===== src/rtl/branch_predict_ctrl.sv =====
// Branch prediction controller: direct-mapped BHT/BTB lookup at fetch, training,
// misprediction detection and one-cycle redirect/flush sequencing at execute.
module branch_predict_ctrl #(
    parameter int IDX_BITS = 4,
    parameter int CNT_W    = 16
) (
    input  logic              iClk,
    input  logic              iRstN,
    input  logic [31:0]       iPCF,
    input  logic [31:0]       iInstructionF,
    output logic              oPredTakenF,
    output logic [31:0]       oPredTargetF,
    input  logic              iBranchE,
    input  logic [31:0]       iPCE,
    input  logic              iPredTakenE,
    input  logic [31:0]       iPredTargetE,
    input  logic              iTakenE,
    input  logic [31:0]       iTargetE,
    output logic              oRedirect,
    output logic [31:0]       oRedirectPC,
    output logic              oFlushD,
    output logic              oFlushE,
    output logic [CNT_W-1:0]  oBranchCount,
    output logic [CNT_W-1:0]  oMispredCount
);

    localparam int         ENTRIES    = 2 ** IDX_BITS;
    localparam int         TAG_W      = 32 - IDX_BITS - 2;
    localparam logic [6:0] OPC_BRANCH = 7'b1100011;

    typedef enum logic {IDLE, RECOVER} state_t;

    state_t              state_q;
    state_t              state_d;

    logic                valid_q [ENTRIES];
    logic [TAG_W-1:0]    tag_q   [ENTRIES];
    logic [31:0]         tgt_q   [ENTRIES];
    logic [1:0]          ctr_q   [ENTRIES];

    logic [CNT_W-1:0]    br_cnt_q;
    logic [CNT_W-1:0]    br_cnt_d;
    logic [CNT_W-1:0]    mis_cnt_q;
    logic [CNT_W-1:0]    mis_cnt_d;
    logic [1:0]          ctr_d;

    function automatic logic [1:0] ctr_step(input logic [1:0] c, input logic up);
        logic [1:0] r;
        r = c;
        if (up && c != 2'b11) begin
            r = c + 2'd1;
        end else if (!up && c != 2'b00) begin
            r = c - 2'd1;
        end
        return r;
    endfunction

    function automatic logic [CNT_W-1:0] sat_inc(input logic [CNT_W-1:0] c);
        logic [CNT_W-1:0] one;
        one = {{(CNT_W-1){1'b0}}, 1'b1};
        return (&c) ? c : c + one;
    endfunction

    // Fetch-side lookup: purely combinational, reads pre-edge table contents
    logic [IDX_BITS-1:0] idx_f;
    logic [TAG_W-1:0]    tag_f;
    logic                is_branch_f;
    logic                hit_f;
    logic signed [31:0]  imm_b_f;

    assign idx_f       = iPCF[IDX_BITS+1:2];
    assign tag_f       = iPCF[31:IDX_BITS+2];
    assign is_branch_f = (iInstructionF[6:0] == OPC_BRANCH);
    assign hit_f       = valid_q[idx_f] && (tag_q[idx_f] == tag_f);
    assign imm_b_f     = {{19{iInstructionF[31]}}, iInstructionF[31], iInstructionF[7],
                          iInstructionF[30:25], iInstructionF[11:8], 1'b0};

    always_comb begin
        oPredTakenF  = 1'b0;
        oPredTargetF = 32'h0;
        if (is_branch_f) begin
            if (hit_f) begin
                oPredTakenF  = ctr_q[idx_f][1];
                oPredTargetF = tgt_q[idx_f];
            end else begin
                // Static fallback: backward branches (negative offset) predicted taken
                oPredTakenF  = iInstructionF[31];
                oPredTargetF = iPCF + $unsigned(imm_b_f);
            end
        end
    end

    // Execute-side resolution
    logic [IDX_BITS-1:0] idx_e;
    logic [TAG_W-1:0]    tag_e;
    logic                hit_e;
    logic                mispredict_e;
    logic                upd_e;

    assign idx_e        = iPCE[IDX_BITS+1:2];
    assign tag_e        = iPCE[31:IDX_BITS+2];
    assign hit_e        = valid_q[idx_e] && (tag_q[idx_e] == tag_e);
    assign mispredict_e = iBranchE && ((iPredTakenE != iTakenE) ||
                                       (iTakenE && (iPredTargetE != iTargetE)));
    // In RECOVER the execute stage holds a squashed bubble, so it must not train
    assign upd_e        = iBranchE && (state_q == IDLE);

    assign oRedirect   = iRstN && (state_q == IDLE) && mispredict_e;
    assign oFlushD     = oRedirect;
    assign oFlushE     = oRedirect;
    assign oRedirectPC = iTakenE ? iTargetE : (iPCE + 32'd4);

    assign oBranchCount  = br_cnt_q;
    assign oMispredCount = mis_cnt_q;

    always_comb begin
        state_d   = IDLE;
        br_cnt_d  = br_cnt_q;
        mis_cnt_d = mis_cnt_q;
        ctr_d     = iTakenE ? 2'b10 : 2'b01;
        if (state_q == IDLE && mispredict_e) begin
            state_d = RECOVER;
        end
        if (upd_e) begin
            br_cnt_d = sat_inc(br_cnt_q);
            if (mispredict_e) begin
                mis_cnt_d = sat_inc(mis_cnt_q);
            end
            if (hit_e) begin
                ctr_d = ctr_step(ctr_q[idx_e], iTakenE);
            end
        end
    end

    always_ff @(posedge iClk or negedge iRstN) begin
        if (!iRstN) begin
            state_q <= IDLE;
        end else begin
            state_q <= state_d;
        end
    end

    always_ff @(posedge iClk or negedge iRstN) begin
        if (!iRstN) begin
            br_cnt_q  <= '0;
            mis_cnt_q <= '0;
        end else begin
            br_cnt_q  <= br_cnt_d;
            mis_cnt_q <= mis_cnt_d;
        end
    end

    // A miss overwrites the slot unconditionally; a hit only retrains counter and target
    always_ff @(posedge iClk or negedge iRstN) begin
        if (!iRstN) begin
            for (int i = 0; i < ENTRIES; i++) begin
                valid_q[i] <= 1'b0;
                tag_q[i]   <= '0;
                tgt_q[i]   <= '0;
                ctr_q[i]   <= 2'b01;
            end
        end else if (upd_e) begin
            valid_q[idx_e] <= 1'b1;
            tag_q[idx_e]   <= tag_e;
            tgt_q[idx_e]   <= iTargetE;
            ctr_q[idx_e]   <= ctr_d;
        end
    end

    logic unused_bits;
    assign unused_bits = ^{iPCF[1:0], iPCE[1:0], iInstructionF[24:12]};

endmodule


===== config.mk =====
export PLATFORM = sky130hd
export DESIGN_NAME = branch_predict_ctrl
export DESIGN_NICKNAME = d
export VERILOG_FILES = /design/src/rtl/branch_predict_ctrl.sv
export SDC_FILE = /design/constraint.sdc
export NUM_CORES = 2
export LEC_CHECK = 0
export CAP_MARGIN = 20
export CORE_ASPECT_RATIO = 1.5
export CORE_UTILIZATION = 40
export DETAILED_ROUTE_END_ITERATION = 6
export PLACE_DENSITY = 0.54
export RECOVER_POWER = 50
export SLEW_MARGIN = 10
export SYNTH_ARGS = -nofsm -noshare
export SYNTH_HDL_FRONTEND = slang
export SYNTH_SLANG_ARGS = --single-unit

===== constraint.sdc =====
create_clock -name iClk -period 15.7 [get_ports iClk]
set_input_delay 4.71 -clock iClk [delete_from_list [all_inputs] [get_ports iClk]]
set_output_delay 4.71 -clock iClk [all_outputs]
set_load 0.005 [all_outputs]

==> run summary <==
XOR/XNOR share of the synthesized area: 2.62%
setup violation total in the final timing report: 0
area of the core: 131,000 um2
Synth Register Bits: 1,009
adder-cell share of the synthesized area: 0.937%
First-pass DRT Iterations: 6
Initial Util: 40.3%
Yosys warning total: 0
Post-Syn Area: 52,900 um2
fin nets: 4,077
Clock transition at path regs: 60 ps
CP Cell Sequence: clkdlybuf4s50_1 -> ha_1 -> fa_1 -> a211oi_1 -> o21ai_0 -> a211oi_1 -> o311ai_0 -> a311oi_1 -> o31ai_1 -> a311oi_1 -> buf_4 -> xnor2_1 -> a211oi_2 -> clkdlybuf4s50_1
CTS resizes: 0
Compound-Gate Fraction of Synth Area: 3.76%
fin. max-slew vios: 1,193
Seq/Total Area, Yosys: 47.8%
vias per inst: 6.01
TNS Setup: 0 ps
final setup margin: 976 ps
MaxCap Viol Count: 31
Max clock buf depth: 3
Worst Path Arrival: 10,010 ps
CP Launch Point: iPCF[1]
Routed Antenna Nets: 0
top-count cell post-synth: dfrtp_1
slew margin rel.: -195%
top post-synthesis cells by area: dfrtp_1, mux2_2, mux4_2
Final period util: 93.8%
status: finished with violations
Max FO, Critical Path: 3
die area: 134,000 um2
postcts setup bufs: 0
simple logic cell fraction of the synthesized area: 3.90%
num ports: 265
Worst Hold Class: flop to flop
end of the critical path: oPredTargetF[31]
worst slack, placed: 1110 ps
vias in the first global route: 35,709
CTS tree: yes
CTS Buf Count: 101
Hold Buf Count CTS: 0
I/O Buffers: 251
Mapped Cells: 3,758
kind of critical path: input port to output port
average wire per cell in the routed design: 31.3 um
Leakage Power: 25.0 nW
Total Power: 8.00 mW
Detail Placement HPWL: 116 mm
largest net degree at the start of global routing: 83
Syn-to-layout area delta: 14.0%
fin crit period: 14,720 ps
die width: 299 um
Iter 0 DRT Violations: 2,446
All-Layer GR Usage: 27.0%
main combinational cell family by area after synthesis: multiplexers
Clk Latency, worst-skew pair: 740 ps
reg2reg start: state_q
most frequent cells after synthesis: dfrtp_1, mux2_2, mux4_2
mux contribution to synthesized area: 38.1%
worst r2r dst: tag_q[252]
Synth area leader: dfrtp_1
Max stage delay cell, worst path: clkdlybuf4s50_1
first-pass GRT wire length: 261 mm
critical path required time: 10,990 ps
Fmax: 67.9 MHz
ratio of cells with drive above 1 in the final layout: 40.4%
Post-Syn Nets: 3,962
RD Place Congestion: 0.935
P per Cell Area: 133 nW/um2
Worst VDD drop: 85.6 uV
Sink Count: 1,009
# rows: 163
failing checks: max-capacitance violations, max-slew violations
number of distinct library cells after synthesis: 71
Hold Fails Final Rpt: 0
Synth Flop Type: dfrtp_1
vias: 34,161
fillers: 11,966
Synth async-reset ratio: 100%
Critical Path Source Type: input port
Synth top area share: 47.0%
critical path endpoint category: output port
worst slew pin tran: 4420 ps
die height: 447 um
CP max stage delay: 630 ps
clock skew: 49.9 ps
RSZ-0062 raised after global routing: false
initial antenna violation count: 5
setup slack, reg-to-reg: 10,670 ps
H-tree levels: 3
CTS Root Buffer Type: clkbuf_16
final wirelength: 178 mm
Core Util, Final: 45.9%
Top Family by Delay on Critical Path: compound AO/OA/AOI/OAI gates
Crit. path cell count: 14
# DRC: 0
Post-synth EDFFs: 0
Buffers & Inverters on Critical Path: 3
Avg Cell Area, Syn: 14.1 um2
GRT overflow: 0
R2R cell count: 6
## per-stage QoR
stage,hold slack [ps],instances,instance area (um2)
2_1_floorplan,446,3758,52900
3_5_place_dp,475,5500,57200
3_3_place_gp,465,5499,57100
4_1_cts,493,5677,60400
5_1_grt,511,5680,60300
6_report,489,5681,60300
## worst min-delay path by stage
stage / start / to / slack, ps / depth (start not counted)
after floorplan: valid_q[14] / valid_q[14] / 450 / 1
after global placement: valid_q[9] / valid_q[9] / 460 / 1
after detailed placement: valid_q[12] / valid_q[12] / 470 / 1
after CTS: valid_q[13] / valid_q[13] / 490 / 1
after global routing: tgt_q[125] / tgt_q[125] / 510 / 1
final: valid_q[13] / valid_q[13] / 490 / 1
## placed cells by master, fill, tap and decap left out, types with 7 or more instances in the layout
| cell type | n |
|---|---|
| and2_1 | 8 |
| nand4_1 | 24 |
| a31oi_1 | 7 |
| dlygate4sd3_1 | 34 |
| clkbuf_8 | 23 |
| clkbuf_1 | 51 |
| nand2_1 | 169 |
| inv_1 | 25 |
| a21oi_1 | 41 |
| nor2_1 | 88 |
| nand2b_1 | 12 |
| clkbuf_16 | 104 |
| a221oi_1 | 7 |
| a21o_1 | 14 |
| mux2_2 | 923 |
| ha_1 | 38 |
| o21ai_0 | 124 |
| clkinv_2 | 11 |
| xor2_1 | 65 |
| dfrtp_1 | 993 |
| dfstp_2 | 16 |
| o22ai_1 | 18 |
| buf_4 | 87 |
| nor4_1 | 14 |
| clkinv_1 | 7 |
| mux4_2 | 377 |
| a211oi_1 | 13 |
| nor2b_1 | 7 |
| clkdlybuf4s50_1 | 208 |
| and3_1 | 9 |
| xnor2_1 | 93 |
| mux2i_1 | 124 |
| nand3_1 | 41 |
| nor3_1 | 13 |
| or2_2 | 15 |
| a22oi_1 | 7 |
## layout make-up
cell class	instances	area, um2	area share (%)
Antenna cell	2	5.00	0.00831
Clock buffer	154	3010	5.00
Clock inverter	23	260	0.432
Inverter	33	129	0.214
Multi-Input combinational cell	2366	26100	43.3
Sequential cell	1009	25300	41.9
Tap cell	1732	2170	3.60
Timing Repair Buffer	362	3310	5.50
## metal layers
metal / vias to the layer above / part of all wire (%) / GRT usage, %
li1: 14251 / - / -
met1: 18575 / 43 / 36.6
met2: 1039 / 48 / 43.8
met3: 294 / 5.3 / 4.05
met4: 2 / 3.8 / 10.2
met5: - / 0.0073 / 0
## worst reg2reg max path: cells and delay by family (launching register included)
family,cells,cell delay (ps)
flops,1,460
simple gates,3,2580
buf+inv,2,1390
mux,1,480
## sequential cells by signal (all words and copies together) (netlist names)
name and flops:
oMispredCount 16, state_q 1, valid_q 16, tgt_q 512, oBranchCount 16, ctr_q 32
tag_q 416
## logic make-up (layout without fill, tap and decap cells)
logic type,Yosys count,count (layout)
muxes,1424,1424
and+or+nand+nor,435,435
buffers and inverters,383,572
AOI/OAI and AO/OA,310,310
xor gates and xnor gates,158,158
DFF,1009,1009
adders and majority gates,39,39
other,0,2
## where the power goes
part	switching, mW	internal, mW
combinational	0.809	1.10
sequential	0.395	3.24
clock	1.07	1.38
total	2.28	5.72
(Power assumes the default switching activity.)
